File: src/rtl/elv_pkg.sv
`default_nettype none
// ============================================================================
//  Module      : elv_pkg
//  Description : Shared types, constants and helper functions for the
//                two-car elevator dispatcher.
//  Revision    : 1.0  initial release
// ============================================================================
package elv_pkg;

    localparam int   NUM_FLOORS = 4;
    localparam logic DIR_UP     = 1'b0;
    localparam logic DIR_DN     = 1'b1;

    typedef logic [1:0] floor_t;

    typedef enum logic [1:0] {
        IDLE = 2'd0,
        MOVE = 2'd1,
        DOOR = 2'd2
    } car_state_t;

    typedef enum logic [1:0] {
        OWN_NONE = 2'd0,
        OWN_CAR1 = 2'd1,
        OWN_CAR2 = 2'd2
    } owner_t;

    // Absolute floor distance, widened so it can never wrap.
    function automatic logic [2:0] floor_dist(input floor_t a, input floor_t b);
        return (a >= b) ? {1'b0, a - b} : {1'b0, b - a};
    endfunction

    // Nearest floor set in mask, searched in rings of growing distance;
    // the lower floor of each ring is looked at first so ties go low.
    function automatic floor_t nearest_floor(input logic [NUM_FLOORS-1:0] mask,
                                             input floor_t pos);
        floor_t best;
        logic   found;
        int     lo;
        int     hi;
        best  = pos;
        found = 1'b0;
        for (int d = 0; d < NUM_FLOORS; d++) begin
            lo = int'(pos) - d;
            hi = int'(pos) + d;
            if (!found && lo >= 0 && mask[lo[1:0]]) begin
                best  = lo[1:0];
                found = 1'b1;
            end
            if (!found && hi < NUM_FLOORS && mask[hi[1:0]]) begin
                best  = hi[1:0];
                found = 1'b1;
            end
        end
        return best;
    endfunction

endpackage
`default_nettype wire

File: src/rtl/elv_car_fsm.sv
`default_nettype none
// ============================================================================
//  Module      : elv_car_fsm
//  Description : One elevator car: IDLE/MOVE/DOOR sequencing, floor position,
//                travel direction and a served strobe on DOOR entry.
//  Revision    : 1.0  initial release
// ============================================================================
module elv_car_fsm
    import elv_pkg::*;
#(
    parameter int         MOVE_CYCLES = 8,
    parameter int         DOOR_CYCLES = 4,
    parameter logic [1:0] INIT_POS    = 2'd0,
    parameter logic       INIT_DIR    = 1'b0
) (
    input  logic                  clk,
    input  logic                  rst,
    input  logic [NUM_FLOORS-1:0] i_assigned,
    input  logic                  i_hold,
    output logic [1:0]            o_pos,
    output logic                  o_dir,
    output logic                  o_mv,
    output logic                  o_door,
    output logic                  o_served,
    output logic [1:0]            o_served_floor
);

    localparam int c_tmax = (MOVE_CYCLES > DOOR_CYCLES) ? MOVE_CYCLES : DOOR_CYCLES;
    localparam int c_tw   = (c_tmax > 1) ? $clog2(c_tmax) : 1;
    localparam logic [c_tw-1:0] c_move_load = c_tw'(MOVE_CYCLES - 1);
    localparam logic [c_tw-1:0] c_door_load = c_tw'(DOOR_CYCLES - 1);

    car_state_t      r_state;
    car_state_t      w_state_nxt;
    logic [c_tw-1:0] r_timer;
    logic [c_tw-1:0] w_timer_nxt;
    floor_t          r_pos;
    floor_t          w_pos_nxt;
    floor_t          r_target;
    floor_t          w_target_nxt;
    floor_t          w_pick;
    floor_t          w_step;
    logic            r_dir;
    logic            w_dir_nxt;
    logic            r_mv;
    logic            r_door;

    // State, timer, position and registered phase flags.
    always_ff @(posedge clk) begin
        if (rst) begin
            r_state  <= IDLE;
            r_timer  <= '0;
            r_pos    <= INIT_POS;
            r_target <= INIT_POS;
            r_dir    <= INIT_DIR;
            r_mv     <= 1'b0;
            r_door   <= 1'b0;
        end else begin
            r_state  <= w_state_nxt;
            r_timer  <= w_timer_nxt;
            r_pos    <= w_pos_nxt;
            r_target <= w_target_nxt;
            r_dir    <= w_dir_nxt;
            r_mv     <= (w_state_nxt == MOVE);
            r_door   <= (w_state_nxt == DOOR);
        end
    end

    // Next-state logic; the target is latched on leaving IDLE and never revised.
    always_comb begin
        w_state_nxt  = r_state;
        w_timer_nxt  = r_timer;
        w_pos_nxt    = r_pos;
        w_dir_nxt    = r_dir;
        w_target_nxt = r_target;
        w_pick       = nearest_floor(i_assigned, r_pos);
        w_step       = (r_dir == DIR_DN) ? r_pos - 2'd1 : r_pos + 2'd1;
        case (r_state)
            IDLE: begin
                if (|i_assigned) begin
                    w_target_nxt = w_pick;
                    if (w_pick == r_pos) begin
                        w_state_nxt = DOOR;
                        w_timer_nxt = c_door_load;
                    end else begin
                        w_dir_nxt   = (w_pick < r_pos) ? DIR_DN : DIR_UP;
                        w_timer_nxt = c_move_load;
                        w_state_nxt = MOVE;
                    end
                end
            end
            MOVE: begin
                if (r_timer != '0) begin
                    w_timer_nxt = r_timer - 1'b1;
                end else begin
                    w_pos_nxt = w_step;
                    if (w_step == r_target) begin
                        w_state_nxt = DOOR;
                        w_timer_nxt = c_door_load;
                    end else begin
                        w_timer_nxt = c_move_load;
                    end
                end
            end
            DOOR: begin
                if (i_hold) begin
                    w_timer_nxt = c_door_load;
                end else if (r_timer == '0) begin
                    w_state_nxt = IDLE;
                end else begin
                    w_timer_nxt = r_timer - 1'b1;
                end
            end
            default: begin
                w_state_nxt = IDLE;
            end
        endcase
        o_served       = (r_state != DOOR) && (w_state_nxt == DOOR);
        o_served_floor = w_pos_nxt;
    end

    // Stepping past either end of the shaft means target selection is broken.
    always_ff @(posedge clk) begin
        if (!rst && r_state == MOVE && r_timer == '0) begin
            assert (!((r_dir == DIR_UP && r_pos == 2'd3) ||
                      (r_dir == DIR_DN && r_pos == 2'd0)));
        end
    end

    assign o_pos  = r_pos;
    assign o_dir  = r_dir;
    assign o_mv   = r_mv;
    assign o_door = r_door;

endmodule
`default_nettype wire

File: src/rtl/elv_dispatch.sv
`default_nettype none
// ============================================================================
//  Module      : elv_dispatch
//  Description : Two-car, four-floor dispatcher. Holds the hall-call bitmaps
//                and floor ownership, assigns new floors to the nearer car and
//                drives two car sequencers.
//  Revision    : 1.0  initial release
// ============================================================================
module elv_dispatch
    import elv_pkg::*;
#(
    parameter int MOVE_CYCLES = 8,
    parameter int DOOR_CYCLES = 4
) (
    input  logic       clk,
    input  logic       rst,
    input  logic       call_valid,
    input  logic [1:0] call_floor,
    input  logic       call_dir,
    output logic       call_ready,
    output logic [1:0] pos1,
    output logic [1:0] pos2,
    output logic       u1,
    output logic       u2,
    output logic       mv1,
    output logic       mv2,
    output logic       door1,
    output logic       door2,
    output logic [3:0] pend
);

    logic [NUM_FLOORS-1:0] r_up_req;
    logic [NUM_FLOORS-1:0] r_dn_req;
    logic [NUM_FLOORS-1:0] w_up_nxt;
    logic [NUM_FLOORS-1:0] w_dn_nxt;
    owner_t                r_owner     [NUM_FLOORS];
    owner_t                w_owner_nxt [NUM_FLOORS];
    logic [NUM_FLOORS-1:0] r_pend;
    logic                  r_call_ready;
    logic [NUM_FLOORS-1:0] w_assigned1;
    logic [NUM_FLOORS-1:0] w_assigned2;
    logic                  w_accept;
    logic                  w_hold1;
    logic                  w_hold2;
    logic                  w_clash;
    logic                  w_absorb;
    logic [2:0]            w_d1;
    logic [2:0]            w_d2;
    logic                  w_served1;
    logic                  w_served2;
    floor_t                w_sfloor1;
    floor_t                w_sfloor2;

    for (genvar f = 0; f < NUM_FLOORS; f++) begin : g_mask
        assign w_assigned1[f] = (r_owner[f] == OWN_CAR1);
        assign w_assigned2[f] = (r_owner[f] == OWN_CAR2);
    end

    // A call landing on an open-door floor, or on a floor being cleared this
    // very edge, is treated as already served.
    assign w_accept = call_valid && r_call_ready;
    assign w_hold1  = w_accept && door1 && (pos1 == call_floor);
    assign w_hold2  = w_accept && door2 && (pos2 == call_floor);
    assign w_clash  = w_accept && ((w_served1 && (w_sfloor1 == call_floor)) ||
                                   (w_served2 && (w_sfloor2 == call_floor)));
    assign w_absorb = w_hold1 || w_hold2 || w_clash;
    assign w_d1     = floor_dist(pos1, call_floor);
    assign w_d2     = floor_dist(pos2, call_floor);

    // Request/ownership update: DOOR-entry clears first, then new calls.
    always_comb begin
        w_up_nxt = r_up_req;
        w_dn_nxt = r_dn_req;
        for (int f = 0; f < NUM_FLOORS; f++) begin
            w_owner_nxt[f] = r_owner[f];
        end
        if (w_served1) begin
            w_up_nxt[w_sfloor1]    = 1'b0;
            w_dn_nxt[w_sfloor1]    = 1'b0;
            w_owner_nxt[w_sfloor1] = OWN_NONE;
        end
        if (w_served2) begin
            w_up_nxt[w_sfloor2]    = 1'b0;
            w_dn_nxt[w_sfloor2]    = 1'b0;
            w_owner_nxt[w_sfloor2] = OWN_NONE;
        end
        if (w_accept && !w_absorb) begin
            if (!(r_up_req[call_floor] || r_dn_req[call_floor])) begin
                if (w_d1 <= w_d2) begin
                    w_owner_nxt[call_floor] = OWN_CAR1;
                end else begin
                    w_owner_nxt[call_floor] = OWN_CAR2;
                end
            end
            if (call_dir == DIR_DN) begin
                w_dn_nxt[call_floor] = 1'b1;
            end else begin
                w_up_nxt[call_floor] = 1'b1;
            end
        end
    end

    // Request bitmaps, ownership table and registered pend/ready outputs.
    always_ff @(posedge clk) begin
        if (rst) begin
            r_up_req     <= '0;
            r_dn_req     <= '0;
            r_pend       <= '0;
            r_call_ready <= 1'b0;
            for (int f = 0; f < NUM_FLOORS; f++) begin
                r_owner[f] <= OWN_NONE;
            end
        end else begin
            r_up_req     <= w_up_nxt;
            r_dn_req     <= w_dn_nxt;
            r_pend       <= w_up_nxt | w_dn_nxt;
            r_call_ready <= 1'b1;
            for (int f = 0; f < NUM_FLOORS; f++) begin
                r_owner[f] <= w_owner_nxt[f];
            end
        end
    end

    elv_car_fsm #(
        .MOVE_CYCLES (MOVE_CYCLES),
        .DOOR_CYCLES (DOOR_CYCLES),
        .INIT_POS    (2'd0),
        .INIT_DIR    (DIR_UP)
    ) u_car1 (
        .clk            (clk),
        .rst            (rst),
        .i_assigned     (w_assigned1),
        .i_hold         (w_hold1),
        .o_pos          (pos1),
        .o_dir          (u1),
        .o_mv           (mv1),
        .o_door         (door1),
        .o_served       (w_served1),
        .o_served_floor (w_sfloor1)
    );

    elv_car_fsm #(
        .MOVE_CYCLES (MOVE_CYCLES),
        .DOOR_CYCLES (DOOR_CYCLES),
        .INIT_POS    (2'd3),
        .INIT_DIR    (DIR_DN)
    ) u_car2 (
        .clk            (clk),
        .rst            (rst),
        .i_assigned     (w_assigned2),
        .i_hold         (w_hold2),
        .o_pos          (pos2),
        .o_dir          (u2),
        .o_mv           (mv2),
        .o_door         (door2),
        .o_served       (w_served2),
        .o_served_floor (w_sfloor2)
    );

    assign call_ready = r_call_ready;
    assign pend       = r_pend;

endmodule
`default_nettype wire

File: config.mk
export PLATFORM = sky130hd
export DESIGN_NAME = elv_dispatch
export DESIGN_NICKNAME = d
export VERILOG_FILES = /design/src/rtl/elv_pkg.sv /design/src/rtl/elv_car_fsm.sv /design/src/rtl/elv_dispatch.sv
export SDC_FILE = /design/constraint.sdc
export NUM_CORES = 1
export LEC_CHECK = 0
export CORE_ASPECT_RATIO = 1.1
export CORE_UTILIZATION = 45
export CTS_CLUSTER_SIZE = 40
export DETAILED_ROUTE_END_ITERATION = 16
export PLACE_DENSITY = 0.68
export SYNTH_ARGS = -nofsm -noshare
export SYNTH_HDL_FRONTEND = slang
export SYNTH_HIERARCHICAL = 1
export SYNTH_SLANG_ARGS = --single-unit
File: constraint.sdc
create_clock -name clk -period 4.65 [get_ports clk]
set_input_delay 0.6975 -clock clk [delete_from_list [all_inputs] [get_ports clk]]
set_output_delay 0.6975 -clock clk [all_outputs]
set_load 0.02 [all_outputs]
==> impl_summary.txt, run 1 <==
----------------------------------------------------
[Logic synthesis]
  Post-synthesis cell type count ... 71
  Top cells by instance count after synthesis ... 45 x dfxtp_1, 36 x nand2_1, 30 x ha_1, 25 x inv_1, 23 x nor2_1
  Share of flip-flops with an asynchronous set or reset after synthesis ... 0
  Count leader, synth ... dfxtp_1
  Flop and latch count out of synthesis ... 45
  Share of the synthesized area in the top cell type ... 0.248
  Mean area per synthesized cell ... ~8.8 µm²
  Register area share after synthesis ... 0.248
  Flip-flop cell with the highest count after synthesis ... dfxtp_1
  Post-Syn Instances ... 414
  Post-synthesis instance area ... roughly 0.0036 mm²
  Synthesized net count ... around 450
  Cell types occupying the most area after synthesis ... dfxtp_1 25%, ha_1 10%, mux2i_1 5.5%, nand2_1 3.7%, nor2b_1 3.4%
  Most area-hungry cell type in the Yosys netlist ... dfxtp_1
  Warnings, synthesis ... 6
  Number of synthesized flops with an enable pin ... 0

[Setup path]
  R2R Path Start ... u_car1/o_pos[0]
  Crit Path Category ... reg2reg
  Depth of the most critical reg-to-reg path ... 17
  Critical path's slowest cell ... dfxtp_1
  Peak per-stage delay on the critical path ... 580 ps
  Critical Path Start Type ... flop
  Endpoint required time on the critical path ... ~4900 ps
  Data arrival time of the critical path ... 4410 ps
  Worst reg2reg path endpoint ... r_owner[0][1]
  Endpoint kind of the worst setup timing path ... flop
  Source of the critical timing path ... u_car1/o_pos[0]
  Worst-case register-to-register setup slack ... between 400 and 500 ps
  Capturing instance or port of the critical path ... r_owner[0][1]
  Cell-by-cell listing of the critical path ... inv_1, ha_1, mux2_2, a2111o_1, a22oi_1, o22ai_1, nand2_1, ha_1, a32oi_1, o21ai_1, a31oi_1, nor4_1, buf_4, nor3b_1, nor3_1, nand2_1, mux2i_1
  Critical-path maximum fanout ... 9

[Drt]
  Routed wire length ... 8.12 mm
  Number of nets with antenna violations after detailed routing ... 0
  Length of the first detailed-routing pass in iterations ... 4
  Wire length per cell ... roughly 15 µm
  Total via count after detailed routing ... roughly 3100
  Number of design rule violations left after detail routing ... 0
  Via-per-instance ratio ... 5.69
  Number of DRC violations after detailed-routing iteration 0 ... between 100 and 150

[Die]
  Initial core utilization ... 0.462
  DIE AREA ... 0.00845 mm²
  Die H ... approximately 96 µm
  Number of ports placed on the die boundary ... 21
  Floorplan die width ... between 80 and 90 µm
  Core region area ... a little under 0.008 mm²
  FP Rows ... 34

[CTS]
  Number of setup buffers added after CTS ... 0
  Clock transition at the registers of the reported paths ... approximately 80 ps
  Number of levels in the clock H-tree ... 2
  Count of instances resized after the clock tree is built ... 0
  Root cell of the clock tree ... clkbuf_8
  Clock latency on the worst-skew pair ... ~310 ps
  Number of clock buffers inserted by TritonCTS ... 5
  Clock sink total ... 45
  CTS tree ... yes
  Hold-fix buffers, CTS ... 0
  Bufs on Longest Clock Path ... 2

[Timing]
  Transition time at the pin with the least slew margin ... 765 ps
  Total count of max-transition violations in the final report ... 0
  Worst-case headroom to the max-slew limit ... 0.486
  Final sum of negative setup slack ... 0 ps
  Final hold vios ... 0
  Worst Skew ... 10.3 ps
  Smallest setup slack after layout ... roughly 470 ps
  Number of setup violations in the final report ... 0
  Fin crit period ... approximately 4200 ps
  RSZ-0062 raised after global routing ... false
  Share of the clock period used by the worst path after layout ... 0.898
  Achievable frequency ... 239 MHz

[GRT]
  Number of antenna violations at the first check in global routing ... 0
  Overall track demand over capacity in global routing ... 0.209
  Largest net degree at the start of global routing ... 23
  Gr ovfl total ... 0
  Vias in the first global route ... ~3000
  Global-route wire length before repair ... between 10 and 15 mm

[Power and ir drop]
  Static leakage power ... about 1.7 nW
  Largest vdd supply drop ... 135 µV
  Power density over the cells ... approximately 280 mW/mm²
  Final total power ... 1.13 mW

[Cells and area]
  Layout area overhead ... 11.7%
  Number of standard cells in the final layout excluding fillers ... 546
  Finished layout cell area ... between 0.004 and 0.005 mm²
  Nets@finish ... roughly 480
  Antenna Diode Count ... 0
  Share of final-layout standard cells stronger than drive strength 1 ... 0.0982

[Job]
  Max-cap violation count ... 0

[Place]
  Placement-stage cell area ... between 0.003 and 0.004 mm²
  Cells after DPL ... 538
  Placer Congestion ... 0.865
  Number of buffers added on ports ... 20
  Final HPWL DP ... approximately 6.4 mm
  Pre-CTS setup slack ... between 400 and 500 ps

[Worst hold path]
  Worst min path class ... reg2reg

[Outcome]
  Outcome ... finished, final reports clean

----------------------------------------------------
cells in the final DEF, fill, tap and decap left out, drive strengths merged, types with 5 or more instances in the layout:
| master | netlist | final |
|---|---|---|
| buf | 10 | 10 |
| nor4 | 6 | 6 |
| dfxtp | 45 | 45 |
| a311oi | 5 | 5 |
| nand3 | 10 | 10 |
| nand2 | 36 | 36 |
| nor2 | 23 | 23 |
| mux2i | 20 | 20 |
| clkdlybuf4s50 | 0 | 20 |
| xnor2 | 12 | 12 |
| mux4 | 5 | 5 |
| nand2b | 14 | 14 |
| clkbuf | 4 | 6 |
| o21ai | 17 | 17 |
| inv | 25 | 25 |
| a31oi | 5 | 5 |
| a32o | 9 | 9 |
| nand4 | 8 | 8 |
| nor3 | 14 | 14 |
| nor2b | 20 | 20 |
| a21oi | 19 | 19 |
| ha | 30 | 30 |
| mux2 | 6 | 6 |
critical path, delay by kind of cell (launching register included):
kind / cells / cell delay [ps]
buffers and inverters: 2 / 250
adder cells (fa/ha/maj): 2 / 660
AO/OA/AOI/OAI: 6 / 1220
flip-flops: 1 / 580
AND/OR/NAND/NOR: 5 / 860
multiplexers: 2 / 530
metal layers:
metal  global-route usage  vias up  routed length (µm)  share of wire
met5                    0        -                   0              0
met4                0.105        0                 316          0.039
met3               0.0317       23                 196          0.024
met2                0.382       50                4080           0.50
met1                0.235     1458                3520           0.43
li1                     -     1574                   -              -
registers in the layout (all words and copies together) (netlist names), 2 cells and up:
register / cells
u_car2/r_state: 2
u_car1/r_target: 2
u_car2/o_pos: 2
u_car1/r_state: 2
u_car2/r_timer: 3
pend: 4
r_up_req: 4
u_car2/r_target: 2
r_owner: 8
r_dn_req: 4
u_car1/o_pos: 2
u_car1/r_timer: 3
layout make-up:
cell class	count	area [µm²]
Sequential cell	45	901
Inverter	25	93.8
Timing Repair Buffer	30	275
Clock buffer	6	72.6
Fill cell	775	3800
Multi-Input combinational cell	330	2550
Tap cell	108	135
Clock inverter	2	38.8
power by group:
group | internal, mW | switching (mW) | total (mW)
Combinational | 0.171 | 0.213 | 0.384
Clock | 0.161 | 0.137 | 0.298
Sequential | 0.418 | 0.0264 | 0.445
kinds of logic after synthesis:
| kind of cell | count (synthesis) | share of synthesized area |
|---|---|---|
| adder cells (fa/ha/maj) | 32 | 0.114 |
| XOR/XNOR | 14 | 0.0474 |
| AND/OR/NAND/NOR | 160 | 0.240 |
| buffers and inverters | 39 | 0.0522 |
| AO/OA/AOI/OAI | 93 | 0.194 |
| flip-flops | 45 | 0.248 |
| multiplexers | 31 | 0.106 |
how the worst min path moves through the flow:
stage	cells after the start	startpoint	slack, ps	to
5_1_grt	1	r_up_req[1]	490	r_up_req[1]
4_1_cts	1	r_up_req[0]	470	r_up_req[0]
3_3_place_gp	1	r_up_req[0]	440	r_up_req[0]
3_5_place_dp	1	r_dn_req[1]	450	r_dn_req[1]
2_1_floorplan	1	r_dn_req[0]	430	r_dn_req[0]
6_report	1	r_dn_req[1]	470	r_dn_req[1]
stage by stage:
stage / utilization / hold slack, ps
final: 0.517 / 465
after CTS: 0.517 / 470
after global routing: 0.517 / 487
after global placement: 0.502 / 441
after detailed placement: 0.502 / 449
after floorplan: - / 434
(Power assumes the default switching activity.)
==> run 2, diff against run 1 <==
Settings changed: DONT_BUFFER_PORTS from default to 1, HOLD_SLACK_MARGIN from default to 0.05, PLACE_DENSITY 0.68 to 0.65.
==> impl_summary.txt, run 2 (synthesized netlist as in run 1, its figures left out) <==
----------------------------------------------------
[GRT]
  Number of antenna violations at the first check in global routing ... 0
  Largest net degree at the start of global routing ... 32
  Gr ovfl total ... 0
  Global-route wire length before repair ... roughly 14 mm
  Overall track demand over capacity in global routing ... 0.203
  Vias in the first global route ... between 2000 and 3000

[CTS]
  Root cell of the clock tree ... clkbuf_8
  Number of levels in the clock H-tree ... 2
  Number of setup buffers added after CTS ... 0
  Hold-fix buffers, CTS ... 0
  Clock sink total ... 45
  Clock latency on the worst-skew pair ... about 310 ps
  Bufs on Longest Clock Path ... 2
  Count of instances resized after the clock tree is built ... 0
  Number of clock buffers inserted by TritonCTS ... 5
  CTS tree ... yes
  Clock transition at the registers of the reported paths ... 100 ps

[Worst hold path]
  Worst hold path stage count ... 1
  Endpoint of the worst hold-timing path ... u_car1/r_target[1]
  Critical hold path startpoint ... rst
  Worst min path class ... in2reg

[Outcome]
  Outcome ... finished, final reports clean

[Die]
  Number of ports placed on the die boundary ... 21
  DIE AREA ... between 0.008 and 0.009 mm²
  Floorplan die width ... about 88 µm
  Die H ... a little under 100 µm
  FP Rows ... 34
  Core region area ... a little under 0.008 mm²
  Initial core utilization ... 0.462

[Cells and area]
  Largest register by flop count ... r_owner
  Number of standard cells in the final layout excluding fillers ... ~520
  Nets@finish ... between 400 and 500
  Area used by multi-input combinational logic ... about 0.0025 mm²
  Number of filler instances in the final layout ... between 700 and 800
  Largest register FFs ... 8
  Commonest non-fill, non-tap cell in the layout ... dfxtp_1
  Share of final-layout standard cells stronger than drive strength 1 ... 0.0966
  Most used cells in the layout excluding fill and tap cells ... 45 x dfxtp_1, 36 x nand2_1, 30 x ha_1
  Layout area overhead ... 4.68%
  Antenna Diode Count ... 0
  Footprint of the flip-flops and latches ... ~900 µm²

[Power and ir drop]
  Static leakage power ... 1.56 nW
  Internal Dissipation ... a little under 0.7 mW
  Power density over the cells ... 275 mW/mm²
  Combinational fraction of design power ... 0.336
  Total net switching power ... ~0.37 mW
  Switching part of the total power ... 0.354
  Share of total power in sequential cells ... 0.430
  Part of the total power dissipated in the clock network ... 0.234
  Largest vdd supply drop ... roughly 140 µV

[Drt]
  Sum of met2 wire segment lengths after detailed routing ... 3.99 mm
  Via-per-instance ratio ... a little under 6
  Wire length per cell ... 15.4 µm
  Number of nets with antenna violations after detailed routing ... 0
  Top metal layer carrying routed signals ... met4
  Number of design rule violations left after detail routing ... 0
  Routed wire length ... approximately 8.0 mm
  Length of the first detailed-routing pass in iterations ... 4
  Total via count after detailed routing ... ~3000
  Routed length on met1 ... ~3.7 mm
  Met3 Wirelength ... a little under 200 µm
  Number of DRC violations after detailed-routing iteration 0 ... between 100 and 150

[Timing]
  Share of the clock period used by the worst path after layout ... 0.917
  Fin crit period ... 4260 ps
  Final hold vios ... 0
  Tightest hold margin ... 452 ps
  Number of setup violations in the final report ... 0
  Smallest setup slack after layout ... 386 ps
  Worst Skew ... 14.8 ps
  Achievable frequency ... between 200 and 250 MHz
  Total count of max-transition violations in the final report ... 0
  Final sum of negative setup slack ... 0 ps
  RSZ-0062 raised after global routing ... false
  Transition time at the pin with the least slew margin ... 761 ps
  Worst-case headroom to the max-slew limit ... 0.489

[Setup path]
  Critical Path Start Type ... flop
  R2R Path Start ... u_car2/o_pos[0]
  Data arrival time of the critical path ... between 4000 and 5000 ps
  Endpoint required time on the critical path ... 4840 ps
  Crit Path Category ... reg2reg
  Endpoint kind of the worst setup timing path ... flop
  Worst-case register-to-register setup slack ... 390 ps
  Critical-path maximum fanout ... 18
  Worst reg2reg path endpoint ... pend[0]
  Depth of the most critical reg-to-reg path ... 15

[Place]
  Final HPWL DP ... 6.01 mm
  Number of buffers added on ports ... 0
  Placer Congestion ... approximately 0.84
  Cells after DPL ... about 510
  Pre-CTS setup slack ... around 480 ps

[Job]
  Max-cap violation count ... 0

----------------------------------------------------
## run 2: cell count changes in the layout (fill, tap and decap cells not counted)
cell,before,now
buf_4,10,6
clkinv_2,0,2
clkdlybuf4s50_1,20,0
clkinvlp_4,0,1
clkinv_4,1,0
clkbuf_1,1,0
bufinv_16,1,0
## run 2: power by group through the flow
stage / Sequential, mW / Combinational, mW / Clock (mW)
2_1_floorplan: 0.454 / 0.290 / 0
3_3_place_gp: 0.458 / 0.344 / 0
3_5_place_dp: 0.460 / 0.349 / 0
4_1_cts: 0.451 / 0.350 / 0.252
5_1_grt: 0.456 / 0.395 / 0.267
6_report: 0.451 / 0.352 / 0.245
## run 2: critical path: stages, from the launching register on
cell and delay [ps]:
dfxtp_1 340, buf_4 290, mux2i_1 480, o2bb2ai_1 200, or3_1 380, a32oi_1 240
o21ai_0 140, ha_1 360, a21oi_1 140, a211oi_1 380, nand2_1 120, nor3_1 200
buf_4 200, nand3_1 70, and4_1 320, a32o_1 290
## run 2: per-layer routing
layer / track usage / up-vias
met5: 0 / -
met4: 0.0792 / 0
met3: 0.0309 / 13
met2: 0.351 / 46
met1: 0.252 / 1439
li1: - / 1535
## run 2: worst max-delay path by stage
stage                    startpoint       to  depth (start not counted)
floorplan           u_car2/o_pos[0]  pend[0]                         19
global placement    u_car2/o_pos[0]  pend[0]                         15
detailed placement  u_car2/o_pos[0]  pend[0]                         15
CTS                 u_car2/o_pos[0]  pend[0]                         15
global route        u_car2/o_pos[0]  pend[0]                         15
finish              u_car2/o_pos[0]  pend[0]                         15
## run 2: layout make-up
| cell class | instances | share of cell area |
|---|---|---|
| clock inverter | 3 | 0.00460 |
| tap | 108 | 0.0355 |
| clock buffer | 5 | 0.0181 |
| multi-input combinational | 330 | 0.669 |
| timing repair buffer | 6 | 0.0118 |
| sequential | 45 | 0.236 |
| inverter | 25 | 0.0246 |
## run 2: per-stage QoR
step                      instance area (µm²)   util  power (mW)
after floorplan                          3640      -       0.744
after global placement                   3720  0.473       0.802
after detailed placement                 3720  0.473       0.808
after CTS                                3810  0.484        1.05
after global routing                     3810  0.484        1.12
final                                    3810  0.484        1.05
==> run 3, diff against run 2 <==
Settings changed: CELL_PAD_IN_SITES_DETAIL_PLACEMENT from default to 0, CELL_PAD_IN_SITES_GLOBAL_PLACEMENT from default to 1, PLACE_DENSITY 0.65 to 0.8.
==> impl_summary.txt, run 3 (synthesized netlist as in run 1, its figures left out) <==
----------------------------------------------------
[Outcome]
  Outcome ... finished, final reports clean

[Power and ir drop]
  Switching part of the total power ... 0.334
  Final total power ... 1.12 mW
  Total net switching power ... around 0.38 mW
  Share of total power in sequential cells ... 0.401
  Combinational fraction of design power ... 0.320
  Power density over the cells ... between 200 and 300 mW/mm²
  Static leakage power ... between 1.5 and 2 nW
  Largest vdd supply drop ... approximately 130 µV
  Part of the total power dissipated in the clock network ... 0.279
  Internal Dissipation ... roughly 0.75 mW

[Cells and area]
  Finished layout cell area ... approximately 0.0039 mm²
  Share of final-layout standard cells stronger than drive strength 1 ... 0.0988
  Final core utilization ... 0.490
  Antenna Diode Count ... 0
  Nets@finish ... between 400 and 500
  Commonest non-fill, non-tap cell in the layout ... dfxtp_1
  Area used by multi-input combinational logic ... roughly 0.0026 mm²
  Number of filler instances in the final layout ... 761
  Layout area overhead ... 5.88%
  Largest register FFs ... 8
  Footprint of the flip-flops and latches ... 901 µm²
  Most used cells in the layout excluding fill and tap cells ... 45 x dfxtp_1, 36 x nand2_1, 30 x ha_1
  Largest register by flop count ... r_owner

[GRT]
  Busiest metal layer after global routing ... met2
  GR Layer Usage met2 ... 0.387
  Number of antenna violations at the first check in global routing ... 0
  Vias in the first global route ... a little under 3000
  Overall track demand over capacity in global routing ... 0.211
  GR Util met3 ... 0.0343
  Global Route met1 Usage ... 0.248
  Global-route wire length before repair ... 13.8 mm
  Gr ovfl total ... 0
  Largest net degree at the start of global routing ... 32

[Drt]
  Number of DRC violations after detailed-routing iteration 0 ... about 130
  Total via count after detailed routing ... approximately 3100
  Number of nets with antenna violations after detailed routing ... 0
  Routed wire length ... between 8 and 9 mm
  Length of the first detailed-routing pass in iterations ... 4
  Number of design rule violations left after detail routing ... 0
  Via-per-instance ratio ... slightly below 6
  Wire length per cell ... approximately 16 µm

[Timing]
  Final sum of negative setup slack ... 0 ps
  Share of the clock period used by the worst path after layout ... 0.932
  Fin crit period ... between 4000 and 5000 ps
  Transition time at the pin with the least slew margin ... ~760 ps
  Total count of max-transition violations in the final report ... 0
  Number of setup violations in the final report ... 0
  Achievable frequency ... between 200 and 250 MHz
  Worst-case headroom to the max-slew limit ... 0.494
  RSZ-0062 raised after global routing ... false
  Final hold vios ... 0
  Worst Skew ... between 5 and 6 ps

[Setup path]
  Endpoint required time on the critical path ... about 4900 ps
  Worst-case register-to-register setup slack ... roughly 320 ps
  Peak per-stage delay on the critical path ... 490 ps
  Capturing instance or port of the critical path ... pend[0]
  Depth of the most critical reg-to-reg path ... 15
  Critical Path Start Type ... flop
  Endpoint kind of the worst setup timing path ... flop
  Source of the critical timing path ... u_car2/o_pos[0]
  Data arrival time of the critical path ... ~4500 ps
  Critical path's slowest cell ... mux2i_1
  Worst reg2reg path endpoint ... pend[0]
  Critical-path maximum fanout ... 18
  Cell-by-cell listing of the critical path ... buf_4, mux2i_1, o2bb2ai_1, or3_1, a32oi_1, o21ai_0, ha_1, a21oi_1, a211oi_1, nand2_1, nor3_1, buf_4, nand3_1, and4_1, a32o_1
  R2R Path Start ... u_car2/o_pos[0]
  Most prevalent standard cell on the critical path ... buf_4
  Crit Path Category ... reg2reg

[Die]
  Number of ports placed on the die boundary ... 21
  DIE AREA ... 0.00845 mm²
  Die H ... ~96 µm
  FP Rows ... 34
  Floorplan die width ... just under 90 µm
  Initial core utilization ... 0.462
  Core region area ... about 0.0079 mm²

[CTS]
  Clock sink total ... 45
  Bufs on Longest Clock Path ... 2
  Number of clock buffers inserted by TritonCTS ... 5
  Clock transition at the registers of the reported paths ... 90 ps
  Root cell of the clock tree ... clkbuf_8
  CTS tree ... yes
  Number of levels in the clock H-tree ... 2
  Number of setup buffers added after CTS ... 0
  Clock latency on the worst-skew pair ... 300 ps

[Place]
  Number of buffers added on ports ... 0
  Placer Congestion ... ~0.84
  Placement-stage cell area ... ~0.0037 mm²
  Final HPWL DP ... between 6 and 7 mm

[Worst hold path]
  Worst min path class ... in2reg

[Job]
  Max-cap violation count ... 0

----------------------------------------------------
## run 3: critical path: cells and delay by family (launching register included)
family | cells | cell delay [ps]
buffers and inverters | 2 | 490
AO/OA/AOI/OAI | 6 | 1400
multiplexers | 1 | 490
adder cells (fa/ha/maj) | 1 | 360
AND/OR/NAND/NOR | 5 | 1150
flip-flops | 1 | 340
## run 3: cell type report
cell class,instances,share of cell area
clock buffer,7,0.0224
clock inverter,1,0.00779
timing repair buffer,7,0.0136
inverter,25,0.0244
multi-input combinational,330,0.663
tap,108,0.0351
sequential,45,0.234
## run 3: power groups by stage
stage	clock (mW)	sequential [mW]	combinational (mW)
3_5_place_dp	0	0.460	0.354
3_3_place_gp	0	0.459	0.347
2_1_floorplan	0	0.454	0.290
6_report	0.314	0.451	0.360
5_1_grt	0.334	0.457	0.400
4_1_cts	0.319	0.451	0.356
## run 3: worst min path at each step
stage	startpoint	endpoint	slack (ps)	depth (start not counted)
floorplan	r_dn_req[0]	r_dn_req[0]	430	1
global placement	r_dn_req[1]	r_dn_req[1]	440	1
detailed placement	r_dn_req[1]	r_dn_req[1]	450	1
CTS	rst	u_car1/r_target[1]	450	1
global route	rst	u_car1/r_target[1]	440	1
finish	rst	u_car1/o_pos[1]	460	1
## run 3: timing repair
item | in CTS | in global routing
resized for setup | 0 | 1
setup endpoints to repair | 0 | 16
hold buffers | 0 | 0
## run 3: through the flow
stage,std cells,hold WS (ps),worst slack [ps]
3_5_place_dp,515,448,286
4_1_cts,523,446,257
2_1_floorplan,414,434,31.6
3_3_place_gp,515,442,373
6_report,523,456,318
5_1_grt,523,437,0.263
## run 3: metal layers
metal / part of all wire / routed length, µm
met3: 0.028 / 235
met1: 0.45 / 3780
met2: 0.51 / 4300
met4: 0.017 / 148
met5: 0 / 0
